## config.mk

```make
export PLATFORM = sky130hd
export DESIGN_NAME = uart_tx_arbiter
export DESIGN_NICKNAME = d
export VERILOG_FILES = /design/src/rtl/uart_pkg.sv /design/src/rtl/uart_rr_pick.sv /design/src/rtl/uart_tx_arbiter.sv
export SDC_FILE = /design/constraint.sdc
export NUM_CORES = 1
export LEC_CHECK = 0
export ABC_AREA = 0
export ABC_CLOCK_PERIOD_IN_PS = 1800
export BUFFER_PORTS_ARGS = -buffer_cell sky130_fd_sc_hd__buf_2
export CORE_ASPECT_RATIO = 0.9
export CORE_MARGIN = 10
export CORE_UTILIZATION = 40
export DETAILED_ROUTE_END_ITERATION = 6
export PLACE_DENSITY = 0.75
export SETUP_SLACK_MARGIN = 0.5
export SYNTH_ARGS = -nofsm -noshare
export SYNTH_HDL_FRONTEND = slang
export SYNTH_SLANG_ARGS = --single-unit
```

## constraint.sdc

```tcl
create_clock -name clk -period 1.8 [get_ports clk]
set_input_delay 0.18 -clock clk [delete_from_list [all_inputs] [get_ports clk]]
set_output_delay 0.18 -clock clk [all_outputs]
set_load 0.1 [all_outputs]
```

## src/rtl/uart_pkg.sv

```systemverilog
// Shared types and helpers for the UART transmit arbiter and its picker.
package uart_pkg;

    localparam int unsigned UART_BYTE_W = 8;

    typedef enum logic [1:0] {
        ARB_IDLE  = 2'b00,
        ARB_START = 2'b01,
        ARB_WAIT  = 2'b10
    } arb_state_e;

    // Ceiling log2 for sizing index and counter fields (clog2(1) == 0).
    function automatic int unsigned clog2(input int unsigned value);
        int unsigned r;
        int unsigned v;
        r = 0;
        v = 1;
        while (v < value) begin
            v = v << 1;
            r = r + 1;
        end
        return r;
    endfunction

endpackage

```

## src/rtl/uart_rr_pick.sv

```systemverilog
// Combinational rotate-priority picker: first set request after 'last', wrapping.
module uart_rr_pick
    import uart_pkg::*;
#(
    parameter int unsigned N_REQ = 4,
    localparam int unsigned ID_W = clog2(N_REQ)
) (
    input  logic [N_REQ-1:0] req,
    input  logic [ID_W-1:0]  last,
    output logic             valid,
    output logic [ID_W-1:0]  sel
);

    // Scan from the farthest offset down to the nearest so the nearest requester wins.
    always_comb begin
        int unsigned idx;
        valid = 1'b0;
        sel   = '0;
        idx   = 0;
        for (int unsigned k = N_REQ; k >= 1; k--) begin
            idx = (32'(last) + k) % N_REQ;
            if (req[ID_W'(idx)]) begin
                valid = 1'b1;
                sel   = ID_W'(idx);
            end
        end
    end

endmodule

```

## src/rtl/uart_tx_arbiter.sv

```systemverilog
// Round-robin arbiter sharing one UART transmitter among N_REQ byte sources.
// Optional build macro UART_ARB_LOCK_EN adds a per-requester lock input that
// re-grants the last owner ahead of rotation for multi-byte frames.
module uart_tx_arbiter
    import uart_pkg::*;
#(
    parameter int unsigned N_REQ   = 4,
    parameter int unsigned TIMEOUT = 64,
    localparam int unsigned ID_W   = clog2(N_REQ)
) (
    input  logic                         clk,
    input  logic                         rst,
    input  logic [N_REQ-1:0]             req,
    input  logic [UART_BYTE_W*N_REQ-1:0] req_data,
`ifdef UART_ARB_LOCK_EN
    input  logic [N_REQ-1:0]             lock,
`endif
    output logic [N_REQ-1:0]             ack,
    output logic [N_REQ-1:0]             sent,
    output logic [ID_W-1:0]              owner,
    output logic                         arb_busy,
    output logic                         err,
    output logic                         tx_start,
    output logic [UART_BYTE_W-1:0]       tx_data,
    input  logic                         tx_busy,
    input  logic                         tx_done
);

    localparam int unsigned TMO_W = clog2(TIMEOUT) + 1;

    arb_state_e             state_q, state_d;
    logic [ID_W-1:0]        last_q, last_d;
    logic [ID_W-1:0]        owner_d;
    logic [UART_BYTE_W-1:0] tx_data_d;
    logic                   tx_start_d;
    logic [N_REQ-1:0]       ack_d, sent_d;
    logic                   err_d;
    logic                   arb_busy_d;
    logic [TMO_W-1:0]       tmo_q, tmo_d;
    logic                   busy_q;
    logic                   pick_valid;
    logic [ID_W-1:0]        pick_sel;
    logic                   grant_valid;
    logic [ID_W-1:0]        grant_sel;
`ifdef UART_ARB_LOCK_EN
    logic                   lock_ok_q, lock_ok_d;
    logic                   lock_hit;
`endif

    uart_rr_pick #(
        .N_REQ (N_REQ)
    ) u_pick (
        .req   (req),
        .last  (last_q),
        .valid (pick_valid),
        .sel   (pick_sel)
    );

    // Grant choice: a live lock on the last owner (after a clean send) pre-empts rotation.
`ifdef UART_ARB_LOCK_EN
    assign lock_hit    = lock_ok_q && lock[last_q] && req[last_q];
    assign grant_valid = pick_valid || lock_hit;
    assign grant_sel   = lock_hit ? last_q : pick_sel;
`else
    assign grant_valid = pick_valid;
    assign grant_sel   = pick_sel;
`endif

    // Next-state and next-output logic for the arbitration FSM.
    always_comb begin
        state_d    = state_q;
        last_d     = last_q;
        owner_d    = owner;
        tx_data_d  = tx_data;
        tx_start_d = tx_start;
        ack_d      = '0;
        sent_d     = '0;
        err_d      = 1'b0;
        tmo_d      = tmo_q;
`ifdef UART_ARB_LOCK_EN
        lock_ok_d  = lock_ok_q;
`endif
        unique case (state_q)
            ARB_IDLE: begin
                if (grant_valid) begin
                    tx_data_d        = req_data[UART_BYTE_W*grant_sel +: UART_BYTE_W];
                    owner_d          = grant_sel;
                    ack_d[grant_sel] = 1'b1;
                    tx_start_d       = 1'b1;
                    tmo_d            = '0;
                    state_d          = ARB_START;
                end
            end
            ARB_START: begin
                tmo_d = tmo_q + TMO_W'(1);
                if (tx_busy) begin
                    tx_start_d = 1'b0;
                    state_d    = ARB_WAIT;
                end else if (tmo_q == TMO_W'(TIMEOUT - 1)) begin
                    tx_start_d = 1'b0;
                    err_d      = 1'b1;
                    last_d     = owner;
`ifdef UART_ARB_LOCK_EN
                    lock_ok_d  = 1'b0;
`endif
                    state_d    = ARB_IDLE;
                end
            end
            ARB_WAIT: begin
                if (tx_done || (busy_q && !tx_busy)) begin
                    sent_d[owner] = 1'b1;
                    last_d        = owner;
`ifdef UART_ARB_LOCK_EN
                    lock_ok_d     = 1'b1;
`endif
                    state_d       = ARB_IDLE;
                end
            end
            default: begin
                state_d = ARB_IDLE;
            end
        endcase
        arb_busy_d = (state_d != ARB_IDLE);
    end

    // State, capture and output registers with synchronous reset.
    always_ff @(posedge clk) begin
        if (rst) begin
            state_q   <= ARB_IDLE;
            last_q    <= ID_W'(N_REQ - 1);
            owner     <= '0;
            tx_data   <= '0;
            tx_start  <= 1'b0;
            ack       <= '0;
            sent      <= '0;
            err       <= 1'b0;
            arb_busy  <= 1'b0;
            tmo_q     <= '0;
            busy_q    <= 1'b0;
`ifdef UART_ARB_LOCK_EN
            lock_ok_q <= 1'b0;
`endif
        end else begin
            state_q   <= state_d;
            last_q    <= last_d;
            owner     <= owner_d;
            tx_data   <= tx_data_d;
            tx_start  <= tx_start_d;
            ack       <= ack_d;
            sent      <= sent_d;
            err       <= err_d;
            arb_busy  <= arb_busy_d;
            tmo_q     <= tmo_d;
            busy_q    <= tx_busy;
`ifdef UART_ARB_LOCK_EN
            lock_ok_q <= lock_ok_d;
`endif
        end
    end

endmodule

```

### Word level (Yosys, flattened, before mapping)

Cells that the tools add are included.

| storage, ports and cells | value |
|---|---|
| flip-flop bits (word level) | 33 |
| input port bits | 40 |
| output and inout bits | 21 |
| word-level logic and storage cells | 90 |

| cells by class | value |
|---|---|
| add/sub/neg operators | 5 |
| order comparisons | 8 |
| equality and inequality tests | 8 |
| shifts and indexed selects | 1 |
| multiplexer cells | 36 |
| bitwise logic cells | 5 |
| reduce and logical (&&, ||, !) cells | 16 |

Operators by type and width:

| kind | number |
|---|---|
| $shiftx 32x6->8 | 1 |
| $mux 2 | 11 |
| $lt 2x3->1 const B | 6 |
| $mux 1 | 14 |
| $pmux 7 s2 | 1 |
| $reduce_or 3->1 | 3 |
| $bmux 1 s2 | 4 |
| $ne 2x2->1 const B | 4 |
| $add 7x1->7 const B | 1 |
| $eq 7x6->1 const B | 1 |
| $mux 7 | 1 |
| $pmux 2 s3 | 1 |
| $reduce_bool 2->1 | 3 |
| $not 1->1 | 5 |
| $add 2x1->2 const B | 2 |
| $add 2x2->2 const B | 2 |
| $demux 1 s2 | 2 |
| $ge 2x1->1 const B | 2 |
| $pmux 2 s2 | 1 |
| $reduce_and 2->1 | 2 |
| $reduce_and 4->1 | 1 |
| $logic_and 1x1->1 | 3 |
| $ne 3x3->1 const B | 1 |
| $reduce_and 3->1 | 1 |
| other kinds (6) | 6 |

### Depth between registers and ports, before layout

| depth | value |
|---|---|
| depth in word-level cells | 11 |
| depth in mapped cells | 7 |
| mapped depth without buffers | 6 |

### Hierarchy

Synthesis repeated with hierarchy kept, for this count alone.

| unflattened totals | value |
|---|---|
| cells, all modules | 171 |
| area total of the unflattened synthesis | 1574.0 um2 |

By module, submodules not included:

| module | instances | cells each | area an instance (um2) | sequential area each (um2) |
|---|---|---|---|---|
| uart_tx_arbiter | 1 | 157 | 1482.7 | 660.6 |
| uart_rr_pick | 1 | 14 | 91.3 | 0.0 |

### Worst setup path after synthesis

No wires, ideal clock.

| timing | value |
|---|---|
| kind | register to register |
| start | register tmo_q[0] |
| end | register last_q[0] |
| arrival time | 1.482 ns |
| path slack | 0.193 ns |
| stages on the path, launching flop included | 7 |
| buffers on the path | 0 |
| period minus slack after synthesis | 1.607 ns |
| cells stage by stage | dfxtp_1 > ha_1 > and3_1 > nand4b_1 > o31ai_2 > mux2i_1 > nand2_1 |

| between the ends | value |
|---|---|
| cells in the longest elaborated chain, start to end | 3 |

RTL lines:

| element | RTL line | text |
|---|---|---|
| start, declared | uart_tx_arbiter.sv:39 | `logic [TMO_W-1:0] tmo_q, tmo_d;` |
| start signal, assigned | uart_tx_arbiter.sv:153 | `tmo_q <= tmo_d;` |
| $eq 7x6->1 | uart_tx_arbiter.sv:99 | `end else if (tmo_q == TMO_W'(TIMEOUT - 1)) begin` |
| $ne 2x2->1 (no source line) | - |  |
| $reduce_and 4->1 (no source line) | - |  |
| end signal, assigned | uart_tx_arbiter.sv:130 | `last_q <= ID_W'(N_REQ - 1);` |
| end signal, assigned | uart_tx_arbiter.sv:145 | `last_q <= last_d;` |
| end, declared | uart_tx_arbiter.sv:32 | `logic [ID_W-1:0] last_q, last_d;` |

Every way passes these cells.
A chain may end at the register's enable or synchronous reset.

### Worst setup path in the final report

| timing | value |
|---|---|
| start | register tmo_q[0] |
| end | register last_q[1] |

The elaborated chain is that of the path after synthesis.

==> results.md <==
* Final Core Density at between 60% and 70%
* Reg2reg path depth at 6
* Cell count along the critical path at 6
* MaxCap Viol Count at 0
* GRT busiest layer: met2
* Biggest area consumer among synthesized cells: dfxtp_1
* WL per Instance at between 15 and 20 um
* Depth of the CTS H-tree at 2
* Most common cell in the synthesized netlist: dfxtp_1
* Crit. End Element: register
* Initial Util at between 40% and 50%
* Static Leakage at between 1 and 1.5 nW
* DIE HEIGHT at ~80 um
* Arrival time worst endpoint at approximately 1700 ps
* Area grow syn2layout at 49.6%
* Register area share after synthesis at roughly 41%
* Storage element area at 677 um2
* Buf/Inv on CP at 0
* CP Launch Type: register
* Worst-path clk slew at roughly 70 ps
* Worst Clk Skew at 6.71 ps
* Setup TNS at 0 ps
* CTS Hold Buffers Added at 0
* Period Utilization, post-route at 86.6%
* Number of synthesized flops with an enable pin at 0
* Met3 Usage GRT at 4.64%
* Clk buf depth at 2
* Met2 Resource Use GR at between 20 and 25%
* Synth async-reset ratio at 0%
* I/O Buffers at 60
* Synth Instances at 168
* Initial antenna violation count at 0
* Chip width at between 80 and 90 um
* Die area at around 7000 um2
* Relative slew margins at approximately 56%
* Most frequent cells after synthesis: 33 x dfxtp_1, 21 x nor2_1, 13 x mux2i_1, 13 x o21ai_0
* CTS Buf Count at 5
* Max VDD drop at approximately 370 uV
* Number of max-slew violations in the final report at 0
* Yosys top cell area share at approximately 41%
* FILL cells at about 320
* Worst-margin pin slew at around 650 ps
* Via count at about 1,600
* DRT Pass-1 Iters at 4
* Yosys warnings at 0
* Fmax at between 600 and 700 MHz
* Crit-path cells: ha_4 -> and3_4 -> nand4b_1 -> o31ai_4 -> mux2i_1 -> nand2_1
* FF+latch count, synth at 33
* Post-DRT Antenna Nets at 0
* Post-route minimum period at between 1500 and 2000 ps
* Placer congestion estimate at ~0.76
* Worst hold path type: primary input to register
* Via density at ~5.4
* Worst EP required at just under 2000 ps
* CP top delay family: simple AND/OR/NAND/NOR gates
* Post-DP HPWL at around 3300 um
* Routed wire length at just under 5000 um
* Vias in the first global route at roughly 1,500
* Fraction of layout cells with a size suffix above 1 at 57.5%
* # IOs at just over 60
* Syn nets at 209
* Post-synth cell types at between 40 and 50
* Core area at 3780 um2
* Worst-Skew Late Latency at 290 ps
* Crit path max-delay cell type: dfxtp_4
* Most used DFF post-synth: dfxtp_1
* # nets final at between 200 and 300
* CTS root buffer: clkbuf_8
* GR Util met1 at 13.2%
* Iteration-0 DRC Markers at 89
* Footprint of the multi-input gates at just over 1000 um2
* RSZ-0062 raised after global routing: yes
* Slowest stage delay, CP at 360 ps
* DRC viols at 0
* Largest net degree at the start of global routing at 20
* Gr ovfl total at 0
* Synth area leaders: dfxtp_1 41%, mux2i_1 8.1%, a211oi_2 6.2%
* Worst hold path stage count at 2
* Endpoints failing setup at 0
* GRT Util Overall at between 10% and 20%
* Kind of critical path: register to register
* Placement Rows at 21
* Status: complete, no violations
* Clk sinks at 33
* Final hold vios at 0
* First-pass GRT wire length at around 7000 um
* TritonCTS clock tree: built
* Synthesized area at approximately 1600 um2
* Syn avg cell area at about 9.5 um2
* Critical path fanouts, max at 4
* Pwr dens at 923 nW/um2
* ANT cells at 0
==> where the power goes <==
part | total (W) | leakage, nW | internal (W) | switching [W]
Sequential | 0.000831 | 0.273 | 0.000789 | 0.0000422
Combinational | 0.000828 | 0.760 | 0.000269 | 0.000560
Clock | 0.000554 | 0.0439 | 0.000267 | 0.000287
==> layer usage <==
metal | wire [um] | share of wire (%)
met5 | 0 | 0
met3 | 286 | 5.8
met4 | 103 | 2.1
met1 | 1990 | 40
met2 | 2570 | 52
==> kinds of logic after synthesis <==
kind of cell / after synthesis / share of synthesized area [%]
adders and majority gates: 1 / 0.781
and+or+nand+nor: 63 / 21.8
muxes: 13 / 8.12
DFF: 33 / 41.2
buffers and inverters: 10 / 4.14
AOI/OAI and AO/OA: 48 / 24.0
==> state kept, by name (all words and copies together), names as in the netlist <==
register  cells
tx_data       8
state_q       2
arb_busy      1
sent          4
last_q        2
err           1
busy_q        1
ack           4
tmo_q         7
tx_start      1
owner         2
==> cells in the final DEF, fill, tap and decap left out, types with 2 or more instances in the layout <==
cell	instances
dfxtp_2	10
dfxtp_1	22
nand2_1	6
o21ai_0	12
clkinv_2	2
buf_2	59
a211oi_2	8
nand4_1	2
clkbuf_8	5
or2_4	2
a21oi_1	7
nor3_1	2
buf_4	18
buf_6	5
nor4_1	2
mux2i_1	9
nor2b_1	2
mux2i_4	3
nand3_1	4
a211oi_1	3
nor2_1	20
and3_1	3
a221oi_2	3
inv_1	2
nand2b_4	2
nand2b_2	2
o31a_2	4
==> area by class of cell <==
cell class / instances / area share [%]
flip-flops and latches: 33 / 28.2
clock inverters: 3 / 0.730
multi-input cells: 125 / 43.3
inverters: 2 / 0.313
well taps: 46 / 2.40
clock buffers: 5 / 2.87
repair buffers: 84 / 22.2
==> per-stage QoR <==
stage               cell area [um2]  power (W)  cells  setup WS, ps  hold slack, ps
global placement               2010    0.00155    273           188             435
finish                         2400    0.00221    298           242             151
global route                   2400    0.00230    298           177             158
CTS                            2230    0.00214    289           252             153
floorplan                      1650    0.00139    168           254             259
detailed placement             2010    0.00155    273           137             435
==> timing repair <==
action	in CTS	in global routing
endpoints found under the setup margin	25	27
pin swaps	9	14
gates cloned	0	2
gates resized for setup	19	18
buffers inserted	8	7
==> path summary, 6_finish.rpt <==
kind                                from         to  slack [ps]
worst max register to register  tmo_q[0]  last_q[1]         240
worst min-delay path             tx_busy        err         150
worst max-delay path            tmo_q[0]  last_q[1]         240
worst min register to register  owner[1]    sent[1]         490
Note: power is estimated with default switching activity, not from simulation.
